## src/rtl/ltssm_timer_bank_if.sv

```systemverilog
// ltssm_timer_bank_if
//   Bundle between an LTSSM controller (master) and the shared timer bank (slave).
//   Master drives: Gen, Start, Stop, Enable, TimerIntervalCode, ReadSel.
//   Slave drives : Running, TimeOut, TimeOutPulse (registered) and ReadCount
//                  (combinational readback of the channel chosen by ReadSel).
interface ltssm_timer_bank_if #(
  parameter int CHANNELS = 4,
  parameter int WIDTH    = 32,
  parameter int SELW     = (CHANNELS > 1) ? $clog2(CHANNELS) : 1
);
  logic [2:0]            Gen;
  logic [CHANNELS-1:0]   Start;
  logic [CHANNELS-1:0]   Stop;
  logic [CHANNELS-1:0]   Enable;
  logic [3*CHANNELS-1:0] TimerIntervalCode;
  logic [CHANNELS-1:0]   Running;
  logic [CHANNELS-1:0]   TimeOut;
  logic [CHANNELS-1:0]   TimeOutPulse;
  logic [SELW-1:0]       ReadSel;
  logic [WIDTH-1:0]      ReadCount;

  modport master (
    output Gen, Start, Stop, Enable, TimerIntervalCode, ReadSel,
    input  Running, TimeOut, TimeOutPulse, ReadCount
  );

  modport slave (
    input  Gen, Start, Stop, Enable, TimerIntervalCode, ReadSel,
    output Running, TimeOut, TimeOutPulse, ReadCount
  );
endinterface

```

## src/rtl/ltssm_timer_bank.sv

```systemverilog
// ltssm_timer_bank
//   Bank of CHANNELS independent one-shot timeout timers shared by the LTSSM
//   and its substates. Each channel latches its interval (ms code scaled by
//   rate and PIPE width) when started, so rate changes never disturb a timer
//   already in flight.
// Ports:
//   Pclk  - clock, all state changes on the rising edge
//   Reset - asynchronous active-low reset
//   bus   - slave side of ltssm_timer_bank_if (per-channel start/stop/enable,
//           interval codes, rate, expiry level/pulse, running status, readback)
module ltssm_timer_bank #(
  parameter int CHANNELS       = 4,
  parameter int WIDTH          = 32,
  parameter int BASE_1MS       = 62500,
  parameter int GEN1_PIPEWIDTH = 8,
  parameter int GEN2_PIPEWIDTH = 8,
  parameter int GEN3_PIPEWIDTH = 8,
  parameter int SELW           = (CHANNELS > 1) ? $clog2(CHANNELS) : 1
) (
  input logic               Pclk,
  input logic               Reset,
  ltssm_timer_bank_if.slave bus
);

  typedef enum logic [1:0] {
    ST_IDLE    = 2'd0,
    ST_RUN     = 2'd1,
    ST_PAUSE   = 2'd2,
    ST_EXPIRED = 2'd3
  } state_e;

  localparam logic [WIDTH-1:0] CNT_ZERO = {WIDTH{1'b0}};
  localparam logic [WIDTH-1:0] CNT_ONE  = {{(WIDTH-1){1'b0}}, 1'b1};

  // Interval in Pclk cycles: ms * BASE_1MS * rate factor * pipe factor,
  // computed in 64 bits and clamped to all-ones when it does not fit WIDTH.
  function automatic logic [WIDTH-1:0] calc_interval(input logic [2:0] code,
                                                      input logic [2:0] gen);
    logic [6:0]  ms;
    logic [2:0]  g;
    logic [2:0]  p;
    int          pw;
    logic [63:0] prod;
    logic [63:0] lim;
    case (code)
      3'b000:  ms = 7'd0;
      3'b001:  ms = 7'd12;
      3'b010:  ms = 7'd24;
      3'b011:  ms = 7'd48;
      3'b100:  ms = 7'd2;
      3'b101:  ms = 7'd8;
      3'b110:  ms = 7'd1;
      3'b111:  ms = 7'd100;
      default: ms = 7'd0;
    endcase
    // Unknown rate encodings are treated as Gen1.
    case (gen)
      3'b010:  begin g = 3'd2; pw = GEN2_PIPEWIDTH; end
      3'b011:  begin g = 3'd4; pw = GEN3_PIPEWIDTH; end
      default: begin g = 3'd1; pw = GEN1_PIPEWIDTH; end
    endcase
    if (pw == 32'sd32) begin
      p = 3'd1;
    end else if (pw == 32'sd16) begin
      p = 3'd2;
    end else begin
      p = 3'd4;
    end
    prod = 64'(ms) * 64'(BASE_1MS) * 64'(g) * 64'(p);
    lim  = (64'd1 << WIDTH) - 64'd1;
    if (prod > lim) begin
      return {WIDTH{1'b1}};
    end else begin
      return prod[WIDTH-1:0];
    end
  endfunction

  state_e              state_q    [CHANNELS];
  state_e              state_d    [CHANNELS];
  logic [WIDTH-1:0]    count_q    [CHANNELS];
  logic [WIDTH-1:0]    count_d    [CHANNELS];
  logic [WIDTH-1:0]    interval_q [CHANNELS];
  logic [WIDTH-1:0]    interval_d [CHANNELS];
  logic [WIDTH-1:0]    start_n_s  [CHANNELS];
  logic [CHANNELS-1:0] running_q, running_d;
  logic [CHANNELS-1:0] timeout_q, timeout_d;
  logic [CHANNELS-1:0] pulse_q,   pulse_d;
  logic [SELW-1:0]     sel_s;
  logic [WIDTH-1:0]    read_s;

  // Interval each channel would latch if started on this edge.
  always_comb begin
    for (int c = 0; c < CHANNELS; c++) begin
      start_n_s[c] = calc_interval(bus.TimerIntervalCode[3*c +: 3], bus.Gen);
    end
  end

  // Per-channel next state: Stop beats Start beats Enable.
  always_comb begin
    for (int c = 0; c < CHANNELS; c++) begin
      state_d[c]    = state_q[c];
      count_d[c]    = count_q[c];
      interval_d[c] = interval_q[c];
      pulse_d[c]    = 1'b0;
      if (bus.Stop[c]) begin
        state_d[c] = ST_IDLE;
        count_d[c] = CNT_ZERO;
      end else if (bus.Start[c]) begin
        interval_d[c] = start_n_s[c];
        count_d[c]    = CNT_ZERO;
        // A zero interval expires on the start edge itself.
        if (start_n_s[c] == CNT_ZERO) begin
          state_d[c] = ST_EXPIRED;
          pulse_d[c] = 1'b1;
        end else begin
          state_d[c] = ST_RUN;
        end
      end else begin
        case (state_q[c])
          ST_RUN, ST_PAUSE: begin
            // PAUSE counts on the same edge Enable returns, like RUN.
            if (bus.Enable[c]) begin
              if ((count_q[c] + CNT_ONE) == interval_q[c]) begin
                state_d[c] = ST_EXPIRED;
                count_d[c] = interval_q[c];
                pulse_d[c] = 1'b1;
              end else begin
                state_d[c] = ST_RUN;
                count_d[c] = count_q[c] + CNT_ONE;
              end
            end else begin
              state_d[c] = ST_PAUSE;
            end
          end
          ST_IDLE:    state_d[c] = ST_IDLE;
          ST_EXPIRED: state_d[c] = ST_EXPIRED;
          default: begin
            state_d[c] = ST_IDLE;
            count_d[c] = CNT_ZERO;
          end
        endcase
      end
      running_d[c] = (state_d[c] == ST_RUN) || (state_d[c] == ST_PAUSE);
      timeout_d[c] = (state_d[c] == ST_EXPIRED);
    end
  end

  // Channel state, counters, latched intervals and registered status outputs.
  always_ff @(posedge Pclk or negedge Reset) begin
    if (!Reset) begin
      for (int c = 0; c < CHANNELS; c++) begin
        state_q[c]    <= ST_IDLE;
        count_q[c]    <= CNT_ZERO;
        interval_q[c] <= CNT_ZERO;
      end
      running_q <= {CHANNELS{1'b0}};
      timeout_q <= {CHANNELS{1'b0}};
      pulse_q   <= {CHANNELS{1'b0}};
    end else begin
      for (int c = 0; c < CHANNELS; c++) begin
        state_q[c]    <= state_d[c];
        count_q[c]    <= count_d[c];
        interval_q[c] <= interval_d[c];
      end
      running_q <= running_d;
      timeout_q <= timeout_d;
      pulse_q   <= pulse_d;
    end
  end

  assign sel_s = bus.ReadSel;

  // Readback mux; selects beyond the last channel read as zero.
  always_comb begin
    if (int'(sel_s) < CHANNELS) begin
      read_s = count_q[sel_s];
    end else begin
      read_s = CNT_ZERO;
    end
  end

  assign bus.ReadCount    = read_s;
  assign bus.Running      = running_q;
  assign bus.TimeOut      = timeout_q;
  assign bus.TimeOutPulse = pulse_q;

endmodule
```

## src/flat_wrapper.sv

```systemverilog
// flat-port wrapper written by rule: the top's interface ports become plain ports
module ltssm_timer_bank_flat 
#(
  parameter int CHANNELS       = 4,
  parameter int WIDTH          = 32,
  parameter int BASE_1MS       = 62500,
  parameter int GEN1_PIPEWIDTH = 8,
  parameter int GEN2_PIPEWIDTH = 8,
  parameter int GEN3_PIPEWIDTH = 8,
  parameter int SELW           = (CHANNELS > 1) ? $clog2(CHANNELS) : 1
)
  (Pclk, Reset, bus_Gen, bus_Start, bus_Stop, bus_Enable, bus_TimerIntervalCode, bus_ReadSel, bus_Running, bus_TimeOut, bus_TimeOutPulse, bus_ReadCount);
  ltssm_timer_bank_if #(.CHANNELS(CHANNELS), .WIDTH(WIDTH), .SELW(SELW)) bus_i ();
  input logic Pclk;
  input logic Reset;
  input wire logic [$bits(bus_i.Gen)-1:0] bus_Gen;
  input wire logic [$bits(bus_i.Start)-1:0] bus_Start;
  input wire logic [$bits(bus_i.Stop)-1:0] bus_Stop;
  input wire logic [$bits(bus_i.Enable)-1:0] bus_Enable;
  input wire logic [$bits(bus_i.TimerIntervalCode)-1:0] bus_TimerIntervalCode;
  input wire logic [$bits(bus_i.ReadSel)-1:0] bus_ReadSel;
  output wire logic [$bits(bus_i.Running)-1:0] bus_Running;
  output wire logic [$bits(bus_i.TimeOut)-1:0] bus_TimeOut;
  output wire logic [$bits(bus_i.TimeOutPulse)-1:0] bus_TimeOutPulse;
  output wire logic [$bits(bus_i.ReadCount)-1:0] bus_ReadCount;
  assign bus_i.Gen = bus_Gen;
  assign bus_i.Start = bus_Start;
  assign bus_i.Stop = bus_Stop;
  assign bus_i.Enable = bus_Enable;
  assign bus_i.TimerIntervalCode = bus_TimerIntervalCode;
  assign bus_i.ReadSel = bus_ReadSel;
  assign bus_Running = bus_i.Running;
  assign bus_TimeOut = bus_i.TimeOut;
  assign bus_TimeOutPulse = bus_i.TimeOutPulse;
  assign bus_ReadCount = bus_i.ReadCount;
  ltssm_timer_bank #(.CHANNELS(CHANNELS), .WIDTH(WIDTH), .BASE_1MS(BASE_1MS), .GEN1_PIPEWIDTH(GEN1_PIPEWIDTH), .GEN2_PIPEWIDTH(GEN2_PIPEWIDTH), .GEN3_PIPEWIDTH(GEN3_PIPEWIDTH), .SELW(SELW)) u_core (.Pclk(Pclk), .Reset(Reset), .bus(bus_i));
endmodule
```

## config.mk

```make
export PLATFORM = sky130hd
export DESIGN_NAME = ltssm_timer_bank_flat
export DESIGN_NICKNAME = d
export VERILOG_FILES = /design/src/rtl/ltssm_timer_bank_if.sv /design/src/rtl/ltssm_timer_bank.sv /design/src/flat_wrapper.sv
export SDC_FILE = /design/constraint.sdc
export NUM_CORES = 1
export LEC_CHECK = 0
export ABC_CLOCK_PERIOD_IN_PS = 4450
export CAP_MARGIN = 30
export CORE_MARGIN = 1.5
export CORE_UTILIZATION = 24
export DETAILED_ROUTE_END_ITERATION = 12
export SYNTH_ARGS = -nofsm -noshare
export SYNTH_HDL_FRONTEND = slang
export SYNTH_SLANG_ARGS = --single-unit
```

## constraint.sdc

```tcl
create_clock -name Pclk -period 4.45 [get_ports Pclk]
set_input_delay 0.445 -clock Pclk [delete_from_list [all_inputs] [get_ports Pclk]]
set_output_delay 0.445 -clock Pclk [all_outputs]
set_load 0.02 [all_outputs]
```

* Word level (Yosys, flattened, before mapping)
Memories as Yosys holds them, arrays and structs flattened. Cells that the tools add are included.
Word-level totals: register bits 244, memory bits (read-only) 224, input port bits 31, output and inout bits 44, word-level logic and storage cells 171, memories 4
Operators by class: add/sub/neg operators 4, multiply operators 8, magnitude comparators 1, equality and inequality tests 30, multiplexer cells 72, bitwise logic cells 5, reduce and logical (&&, ||, !) cells 32
Memories:
- (name not given) | words 8, width 7, read ports 1, clocked after Yosys merged registers in 0, write ports 0, RTL line ltssm_timer_bank.sv:45 | case (code)
- (name not given) | words 8, width 7, read ports 1, clocked after Yosys merged registers in 0, write ports 0, RTL line ltssm_timer_bank.sv:45
- (name not given) | words 8, width 7, read ports 1, clocked after Yosys merged registers in 0, write ports 0, RTL line ltssm_timer_bank.sv:45
- (name not given) | words 8, width 7, read ports 1, clocked after Yosys merged registers in 0, write ports 0, RTL line ltssm_timer_bank.sv:45
Operators with widths (count):
- $mux 32 | 22
- $add 32x1->32 const B | 4
- $eq 32x28->1 | 4
- $logic_not 32->1 | 4
- $mul 21x3->24 | 4
- $mul 7x14->21 const B | 4
- $bmux 32 s2 | 1
- $mux 2 | 20
- $eq 2x2->1 const B | 16
- $mux 1 | 24
- $pmux 2 s3 | 4
- $reduce_bool 3->1 | 8
- $eq 2x1->1 const B | 8
- $reduce_and 2->1 | 8
- $logic_not 2->1 | 4
- $reduce_or 2->1 | 4
- $eq 3x2->1 const B | 2
- $pmux 3 s2 | 1
- $logic_or 1x1->1 | 4
- $not 1->1 | 4
- $ge 3x3->1 const B | 1
- $not 2->3 | 1

* Depth between registers and ports, before layout
Gate-level depths: netlist of run 1.
depth after elaboration 9, gate-level depth with buffers 31, gate-level depth less buffers 31

* Worst setup path after synthesis of run 1
No wires, ideal clock.
path kind input port to flip-flop, start point in bus_TimerIntervalCode[0], end point reg u_core.running_q[0], in the netlist u_core.bus.Running[0], setup time 0.126 ns, arrival 7.399 ns, required time 4.324 ns, slack -3.075 ns, stages on the path 29, path buffers 0, cells stage by stage ha_1 nand2_1 inv_1 a21o_1 ha_1 fa_1 inv_1 fa_1 inv_1 ha_1 ha_1 or2_2 a2111oi_0 o41ai_1 a21oi_1 xnor2_1 nand2_1 fa_1 inv_1 ha_1 and3_1 nand2b_1 a2111oi_0 nand3_1 or4_1 nor4_1 a31oi_1 a211oi_1 ha_1
RTL lines:
- start, declared | RTL line flat_wrapper.sv:20 | input wire logic [$bits(bus_i.TimerIntervalCode)-1:0] bus_TimerIntervalCode;
- end signal, assigned | RTL line ltssm_timer_bank.sv:156 | running_q <= {CHANNELS{1'b0}};
- end signal, assigned | RTL line ltssm_timer_bank.sv:165 | running_q <= running_d;
- end, declared | RTL line ltssm_timer_bank.sv:85 | logic [CHANNELS-1:0] running_q, running_d;

==> flow_summary.toml, run 1 <==
[status]
status = "finished with violations"
violations = "negative setup slack"

[critical_path]
cp_slowest_stage_delay_ns = 0.56
worstSetupPathType = "in -> reg"
crit_family = "adder cells"
start_kind = "input pin"
cp_data_arrival_time_ns = 7.10
cp.required_ns = 4.92
slowest_stage = "fa_1"
crit_top_cell = "ha_4"
critPathMaxFanout = 5
worst_setup_path_end_kind = "flip-flop"
critPathBufInv = 7

[global_route]
grt_pass1_wl_mm = 161
antenna_found_initial = 2
grt_pass1_vias = 29500
grt_usage_pct = 15.4
grt_overflow = 0
grt_max_degree = 102

[clock_tree]
cts_buffers = 26
clock-sinks = 244
clock_latency_ns = 0.58
cts-root-buf = "clkbuf_16"
cts_tree = "done"
cts_buffer_depth = 3
path_clk_slew_ns = 0.07
htreeDepth = 1

[run]
maxCapViolCount = 0

[logic_synthesis]
ys.flop_type = "dfrtp_1"
syn_avg_cell_area_um2 = 7.96
synth_top_cell_by_area = "dfrtp_1"
synth.top_cell.area_share_pct = 20.3
async_flop_share_pct = 100
ys_seq_elements = 244
ys_types = 95
synth-edff-count = 0
yosysWarningCount = 0
synth_fp_nets = 4211
syn-cell-area_um2 = 30100
synthTopCellsByArea = "dfrtp_1, ha_1, nand2_1, fa_1, xnor2_1"
synth_seq_area_share_pct = 20.3
synthCells = 3785

[timing]
slew_headroom_pct = 29.6
post-route-period-util_pct = 149
fmax_mhz = 151
rsz0062_at_grt = "yes"
setup_ws_ns = -2.18
clock_skew_ns = 0.0319
finalHoldViolCount = 0
tightestPinTransition_ns = 1.05
report.final.slew_viol_count = 0
min_period_ns = 6.63
setup_violations = 64

[die]
die_width_um = 357
fp-row-count = 129
ioPinCount = 75
fp.dieArea_um2 = 128000
die_h_um = 357
core_um2 = 124000
initial_core_util_pct = 24.3

[detailed_routing]
initialDrtViolationCount = 2103
ant_nets = 0
num_vias = 30400
dr.pass1.iters = 5
wl_per_cell_um = 16.7
routed_wirelength_mm = 102
drc_errors = 0
viasPerCell = 4.98

[pwr]
p_leak_uw = 0.0193
power.density_nw_per_um2 = 253
ir_worst_vdd_mv = 0.256

[min_path]
hold_class = "in -> async"

[placed_design]
gp_congestion = 0.951
dpl.cell_count = 5966
portBuffers = 74
detailedPlace.worstSlack_ns = -3.43
hpwl_mm = 79.6

[final_layout]
n_antenna_cell = 0
syn2layout_area_growth_pct = 44.4
final_cells = 6109
post-route-util_pct = 35.1
drive_gt1_share_pct = 33.5
nets = 4880
[synthesized netlist by cell type, types with 70 or more instances]
cell type / n
a21oi_1: 152
and3_1: 91
clkbuf_1: 155
dfrtp_1: 244
fa_1: 101
ha_1: 294
inv_1: 273
nand2_1: 576
nand3_1: 126
nand4_1: 70
nor2_1: 195
nor3_1: 125
o21ai_0: 217
xnor2_1: 171
xor2_1: 86
[path summary, 6_finish.rpt]
path | start | end | slack, ns | cells after the start
min in group Pclk | u_core.interval_q[15] | u_core.interval_q[15] | 0.53 | 2
max in group asynchronous | Reset | u_core.bus.Running[1] | 2.97 | 3
setup / recovery | bus_TimerIntervalCode[0] | u_core.bus.Running[0] | -2.18 | 31
hold / removal | Reset | u_core.bus.TimeOutPulse[0] | 0.47 | 2
hold reg to reg | u_core.interval_q[15] | u_core.interval_q[15] | 0.53 | 2
setup reg to reg | u_core.count_q[102] | u_core.bus.Running[0] | 0.39 | 10
[cell families (layout without fill, tap and decap cells)]
| kind of cell | Yosys count | after routing | synth area share, % |
|---|---|---|---|
| AOI/OAI and AO/OA | 795 | 795 | 17.5 |
| xor gates and xnor gates | 257 | 257 | 7.47 |
| adders and majority gates | 395 | 395 | 18.9 |
| buffers and inverters | 488 | 1175 | 6.37 |
| DFF | 244 | 244 | 20.3 |
| muxes | 94 | 94 | 4.62 |
| other | 2 | 2 | 0.0249 |
| and+or+nand+nor | 1510 | 1510 | 24.8 |
[placed cells by master, fill, tap and decap left out, types with 26 or more instances in the layout]
| master | instances |
|---|---|
| o21ai_0 | 154 |
| and3_1 | 86 |
| nor2_1 | 165 |
| inv_2 | 45 |
| nand2b_1 | 28 |
| and2_1 | 57 |
| or3_1 | 39 |
| fa_1 | 98 |
| xor2_1 | 73 |
| a21oi_2 | 29 |
| a31oi_1 | 34 |
| mux4_2 | 32 |
| a21oi_1 | 104 |
| xnor2_1 | 134 |
| nand3_1 | 117 |
| o21ai_1 | 32 |
| dfrtp_1 | 244 |
| nor4_1 | 35 |
| buf_4 | 676 |
| a21o_1 | 46 |
| nand2_1 | 538 |
| buf_6 | 92 |
| clkbuf_16 | 26 |
| mux2_2 | 32 |
| ha_1 | 173 |
| nor3_1 | 111 |
| o21ai_2 | 28 |
| clkdlybuf4s50_1 | 60 |
| xnor2_2 | 30 |
| ha_4 | 105 |
| nand4_1 | 70 |
| o211ai_1 | 35 |
| inv_1 | 214 |
[cell type report]
cell class / count / area, um^2
clock buffer: 31 / 689
clock inverter: 15 / 170
fill: 12600 / 80600
inverter: 273 / 1110
multi-input combinational: 3053 / 26200
sequential: 244 / 6110
tap: 1637 / 2050
timing repair buffer: 856 / 7180
[routing by layer]
layer	vias up	global-route usage [%]	routed length, um
met2	786	25.3	46700
met1	14700	21.4	47100
li1	14800	-	-
met3	154	1.35	5240
met4	4	4.15	2820
met5	-	0	28
[repair_timing]
item                                    in CTS  in global routing
buffers inserted                            66                 65
hold buffers                                 1                  0
resized for setup                          372                268
pin swaps                                  229                257
endpoints found under the hold margin       99                  0
endpoints found under the setup margin      82                 80
[stage by stage]
stage          hold WS (ns)  area (um^2)  TNS [ns]  power [uW]
5_1_grt               0.561        43500    -81.58       11700
6_report              0.473        43500    -68.75       11000
4_1_cts               0.519        42100    -74.10       10600
2_1_floorplan         0.149        31900    -67.35        5730
3_5_place_dp          0.521        39000   -162.69        7720
3_3_place_gp          0.506        39000   -157.52        7660
[registers in the layout, summed over array words and instances (netlist names)]
signal and flops:
u_core.bus.TimeOutPulse 4, u_core.bus.Running 4, u_core.count_q 128, u_core.bus.TimeOut 4
u_core.state_q 8, u_core.interval_q 96
[where the power goes]
group	total, uW	switching, uW	internal [uW]
sequential	2770	323	2450
combinational	5990	2900	3090
clock	2250	1010	1240
total	11000	4240	6780
Power figures use the tool's default switching activity.
==> inputs of run 2 (changes only) <==
--- a/config.mk
+++ b/config.mk
@@ -7,8 +7,8 @@
 export LEC_CHECK = 0
 export ABC_CLOCK_PERIOD_IN_PS = 4450
 export CAP_MARGIN = 30
-export CORE_MARGIN = 1.5
-export CORE_UTILIZATION = 24
+export CORE_MARGIN = 2
+export CORE_UTILIZATION = 33
 export DETAILED_ROUTE_END_ITERATION = 12
 export SYNTH_ARGS = -nofsm -noshare
 export SYNTH_HDL_FRONTEND = slang
==> run 2 against run 1 <==
Against the previous run:
- the flow still finishes with violations (negative setup slack)
- sequential share of layout area is 0.41 points higher
- cell count shrank 8.0%
- register-to-register slack better by 0.13 ns
- maximum frequency is 1.6% higher
- total power is 2.6% lower
- routed wire length is 5.0% lower
- clock-buffer cell count unchanged
- combinational power shrank 3.8%
- sequential power about the same
- first-iteration DRC count rose by 3.0%
- worst hold slack improved by 0.051 ns
- clock power decreased by 2%
- largest cell class unchanged
- largest power group unchanged
==> flow_summary.toml, run 2 (synthesis gave the netlist of run 1 again) <==
[die]
initial_core_util_pct = 33.4
core_um2 = 90300
fp.dieArea_um2 = 93800
ioPinCount = 75
fp-row-count = 110
die_h_um = 306
die_width_um = 306

[pwr]
p_clk_share_pct = 20.6
ir_worst_vdd_mv = 0.253
p_switching_uw = 4100
p_leak_uw = 0.0190
power.density_nw_per_um2 = 254
p_comb_share_pct = 53.7
power_switching_share_pct = 38.2
total_power_uw = 10700
power.internal_uw = 6630
power_frac_seq_pct = 25.7

[final_layout]
post-route-util_pct = 46.8
nets = 4852
largest_register_ffs = 128
n_antenna_cell = 0
top_regs = "u_core.count_q: 128 flops, u_core.interval_q: 96 flops, u_core.state_q: 8 flops"
mostFrequentLayoutCell = "buf_4"
final_cell_mix = "buf_4, nand2_1, dfrtp_1"
drive_gt1_share_pct = 32.4
final_cells = 5620
nFillCells = 8511
syn2layout_area_growth_pct = 40.3
largest_register = "u_core.count_q"

[clock_tree]
cts-root-buf = "clkbuf_16"
cts_buffer_depth = 3
path_clk_slew_ns = 0.07
clock_latency_ns = 0.55
cts_buffers = 25
cts_tree = "done"
clock-sinks = 244
htreeDepth = 1

[timing]
post-route-period-util_pct = 147
rsz0062_at_grt = "yes"
clock_skew_ns = 0.0156
report.final.slew_viol_count = 0
setup_violations = 64
slew_headroom_pct = 34.2
finalHoldViolCount = 0
fmax_mhz = 153
setup_ws_ns = -2.07
tightestPinTransition_ns = 0.983
min_period_ns = 6.52

[global_route]
grt_pass1_wl_mm = 153
grt_max_degree = 104
grt_usage_pct = 19.7
grt_overflow = 0
grt_pass1_vias = 27900
antenna_found_initial = 0

[critical_path]
critPathMaxFanout = 4
cp_slowest_stage_delay_ns = 0.51
r2r_slack_ns = 0.52
crit_top_cell = "fa_1"
slowest_stage = "fa_1"
ff2ff_path_depth = 10
startpoint = "bus_TimerIntervalCode[7]"
worst_setup_path_end_kind = "flip-flop"
worstSetupPathType = "in -> reg"
rr_startpoint = "u_core.count_q[97]"
start_kind = "input pin"
cp_data_arrival_time_ns = 6.95
cp.required_ns = 4.88
r2r-end = "u_core.bus.Running[0]"

[detailed_routing]
num_vias = 29800
wl_per_cell_um = 17.2
ant_nets = 0
drc_errors = 0
routed_wirelength_mm = 96.8
viasPerCell = 5.30
initialDrtViolationCount = 2167
dr.pass1.iters = 8

[min_path]
hold_path_end = "u_core.interval_q[109]"
min-delay-start = "u_core.interval_q[109]"
whs_path_depth = 2
hold_class = "reg -> reg"

[run]
maxCapViolCount = 0

[placed_design]
dpl.cell_count = 5499
portBuffers = 74
gp_congestion = 0.945
hpwl_mm = 75.6

[status]
violations = "negative setup slack"
status = "finished with violations"
==> run 2: changes by cell type in the layout (fill, tap and decap cells not counted), sizes merged <==
cell,previous run,this run
buf,791,763
clkdlybuf4s15,1,2
clkinv,7,10
clkinvlp,4,1
inv,275,274
==> run 2: power by group through the flow <==
stage          sequential, uW  clock [uW]  combinational (uW)
2_1_floorplan            2670           0                3060
5_1_grt                  2780        2330                6300
4_1_cts                  2750        2250                5330
3_5_place_dp             2790           0                4870
3_3_place_gp             2780           0                4820
6_report                 2760        2210                5760
==> run 2: worst max path at each step <==
stage	endpoint	slack, ns	cells after the start
2_1_floorplan	u_core.bus.Running[3]	-2.39	30
3_3_place_gp	u_core.bus.Running[2]	-3.30	31
3_5_place_dp	u_core.bus.Running[2]	-3.39	31
4_1_cts	u_core.bus.Running[2]	-2.17	31
5_1_grt	u_core.bus.Running[2]	-2.41	30
6_report	u_core.bus.Running[2]	-2.07	29
==> run 2: worst max-delay path: cells and delay by family <==
family                     cells  cell delay, ns
adders and majority gates      9            3.25
AOI/OAI and AO/OA              9            1.75
and+or+nand+nor                3            0.54
buffers and inverters          6            0.53
muxes                          1            0.28
xor gates and xnor gates       1            0.14
==> run 2: per-stage QoR <==
| stage | hold slack, ns | TNS, ns | instance area (um^2) | setup slack, ns |
|---|---|---|---|---|
| final | 0.524 | -67.23 | 42300 | -2.07 |
| after global routing | 0.568 | -80.87 | 42300 | -2.41 |
| after CTS | 0.530 | -70.35 | 40700 | -2.17 |
| after detailed placement | 0.515 | -161.20 | 38300 | -3.39 |
| after global placement | 0.505 | -158.22 | 38300 | -3.30 |
| after floorplan | 0.149 | -67.35 | 31900 | -2.39 |
==> run 2: layout make-up <==
type / count / area (um^2) / share of cell area, %
Clock buffer: 31 / 678 / 1.60
Sequential cell: 244 / 6110 / 14.4
Tap cell: 1176 / 1470 / 3.48
Timing Repair Buffer: 829 / 6810 / 16.1
Multi-Input combinational cell: 3053 / 26000 / 61.4
Clock inverter: 14 / 159 / 0.376
Inverter: 273 / 1110 / 2.63
==> run 2: metal layers <==
| layer | wire length, um | track usage (%) |
|---|---|---|
| met5 | 0 | 0 |
| met4 | 2820 | 5.78 |
| met3 | 4320 | 1.11 |
| met2 | 43100 | 31.1 |
| met1 | 46600 | 29.0 |
==> run 2: timing repair <==
action,CTS,global route
hold buffers,1,0
setup buffers,41,54
pin swaps,183,185
resized for setup,288,281
endpoints found under the hold margin,93,0
endpoints found under the setup margin,83,79
==> inputs of run 3 (changes only) <==
--- a/config.mk
+++ b/config.mk
@@ -7,8 +7,9 @@
 export LEC_CHECK = 0
 export ABC_CLOCK_PERIOD_IN_PS = 4450
 export CAP_MARGIN = 30
+export CORE_ASPECT_RATIO = 0.75
 export CORE_MARGIN = 2
-export CORE_UTILIZATION = 33
+export CORE_UTILIZATION = 40
 export DETAILED_ROUTE_END_ITERATION = 12
 export SYNTH_ARGS = -nofsm -noshare
 export SYNTH_HDL_FRONTEND = slang
==> run 3 against run 2 <==
Against the previous run:
- the run still ends with negative setup slack left
- combinational power is 3% higher
- worst hold slack worse by 0.044 ns
- clock skew decreased by 0.0042 ns
- worst setup slack gained 0.0054 ns
- first-iteration DRC count is 25% higher
- critical path depth is 1 higher
- cell count is 3.3% lower
- largest cell class unchanged
- global-route usage rose by 5.1 points
- total power rose by 5.3%
- maximum frequency barely moved
==> flow_summary.toml, run 3 (synthesis gave the netlist of run 1 again) <==
[timing]
rsz0062_at_grt = "yes"
fmax_mhz = 153
clock_skew_ns = 0.0114
finalHoldViolCount = 0
setup_ws_ns = -2.07
slew_headroom_pct = 30.9
tightestPinTransition_ns = 1.03
report.final.slew_viol_count = 0
hold_ws_ns = 0.480
setup_violations = 67
min_period_ns = 6.52
post-route-period-util_pct = 146

[detailed_routing]
dr.pass1.iters = 5
wl_per_cell_um = 18.6
drc_errors = 0
routed_wirelength_mm = 101
viasPerCell = 5.59
ant_nets = 0
num_vias = 30400
initialDrtViolationCount = 2702

[placed_design]
portBuffers = 74
hpwl_mm = 78.1
gp_congestion = 0.974

[die]
fp-row-count = 87
die_width_um = 321
fp.dieArea_um2 = 77600
die_h_um = 242
core_um2 = 74900
ioPinCount = 75
initial_core_util_pct = 40.2

[pwr]
power.density_nw_per_um2 = 267
p_leak_uw = 0.0191
ir_worst_vdd_mv = 0.265

[critical_path]
start_kind = "input pin"
cp_data_arrival_time_ns = 6.96
critPathBufInv = 6
cp_slowest_stage_delay_ns = 0.52
worstSetupPathType = "in -> reg"
worst_setup_path_end_kind = "flip-flop"
slowest_stage = "fa_1"
cp.required_ns = 4.90
crit_family = "adder cells"
crit_top_cell = "fa_1"
critPathMaxFanout = 3

[global_route]
grt_pass1_wl_mm = 159
grt_max_degree = 104
antenna_found_initial = 3
grt_overflow = 0
grt_pass1_vias = 28400
grt_usage_pct = 24.9

[final_layout]
post-route-util_pct = 56.5
nFillCells = 6727
syn2layout_area_growth_pct = 40.4
top_regs = "u_core.count_q: 128 flops, u_core.interval_q: 96 flops, u_core.state_q: 8 flops"
drive_gt1_share_pct = 32.7
mostFrequentLayoutCell = "buf_4"
nets = 4856
largest_register_ffs = 128
final_cell_mix = "buf_4, nand2_1, dfrtp_1"
largest_register = "u_core.count_q"

[clock_tree]
htreeDepth = 1
cts_buffer_depth = 3
cts-root-buf = "clkbuf_16"
cts_buffers = 29
clock-sinks = 244
clock_latency_ns = 0.57
cts_tree = "done"
path_clk_slew_ns = 0.06

[min_path]
hold_class = "in -> async"

[status]
violations = "negative setup slack"
status = "finished with violations"

[run]
maxCapViolCount = 0
==> run 3: stage by stage <==
step | std cells | cell area [um^2] | worst slack (ns) | setup TNS [ns] | total power, uW
3_3_place_gp | 5297 | 38100 | -3.25 | -158.91 | 7630
3_5_place_dp | 5300 | 38100 | -3.33 | -163.70 | 7690
5_1_grt | 5433 | 42300 | -2.30 | -82.47 | 12000
4_1_cts | 5402 | 41000 | -2.13 | -72.48 | 10900
6_report | 5433 | 42300 | -2.07 | -69.27 | 11300
2_1_floorplan | 3785 | 31900 | -2.39 | -67.35 | 5730
==> run 3: final cells by class <==
type                            count  area [um^2]  area share [%]
Multi-Input combinational cell   3053        26000            61.4
Timing Repair Buffer              829         6870            16.2
Sequential cell                   244         6110            14.4
Tap cell                          979         1220            2.90
Inverter                          273         1100            2.60
Clock buffer                       34          764            1.81
Clock inverter                     19          272           0.642
Antenna cell                        2         5.00          0.0118
==> run 3: repair_timing <==
item	in CTS	in global routing
pin swaps	204	236
setup endpoints to repair	83	78
resized for setup	338	241
setup buffers	61	53
hold endpoints to repair	62	0
cloned	0	0
hold buffers	1	0
==> run 3: where the power goes <==
group          internal [uW]  switching [uW]  leakage (uW)  total, uW
clock                   1580            1030      0.000502       2610
combinational           3030            2890        0.0153       5920
sequential              2450             316       0.00330       2760
==> run 3: layer usage <==
layer / up-vias / track usage [%] / part of all wire [%]
met5: - / 0 / 0
met4: 0 / 4.51 / 1.7
met3: 104 / 2.35 / 6.7
met2: 966 / 35.2 / 41
met1: 14500 / 40.4 / 51
li1: 14800 / - / -
==> run 3: worst reg2reg max path, stage by stage, from the launching register on <==
cell and delay [ns]:
dfrtp_1 0.47, ha_1 0.32, nand4_1 0.24, nor4_4 0.53, nand4_1 0.25, mux2i_1 0.18, nor4_1 0.45, nand4_1 0.22
or4_1 0.55, nor3b_1 0.17, a211oi_2 0.22, buf_4 0.17, ha_4 0.19
==> run 3: final timing paths <==
kind	cells after the start	slack [ns]	end	from
setup / recovery	30	-2.07	u_core.bus.Running[2]	bus_TimerIntervalCode[6]
hold reg to reg	2	0.52	u_core.interval_q[85]	u_core.interval_q[85]
hold / removal	2	0.48	u_core.count_q[102]	Reset
setup reg to reg	12	0.41	u_core.bus.Running[1]	u_core.count_q[64]
max in group asynchronous	3	2.88	u_core.interval_q[89]	Reset
min in group Pclk	2	0.52	u_core.interval_q[85]	u_core.interval_q[85]
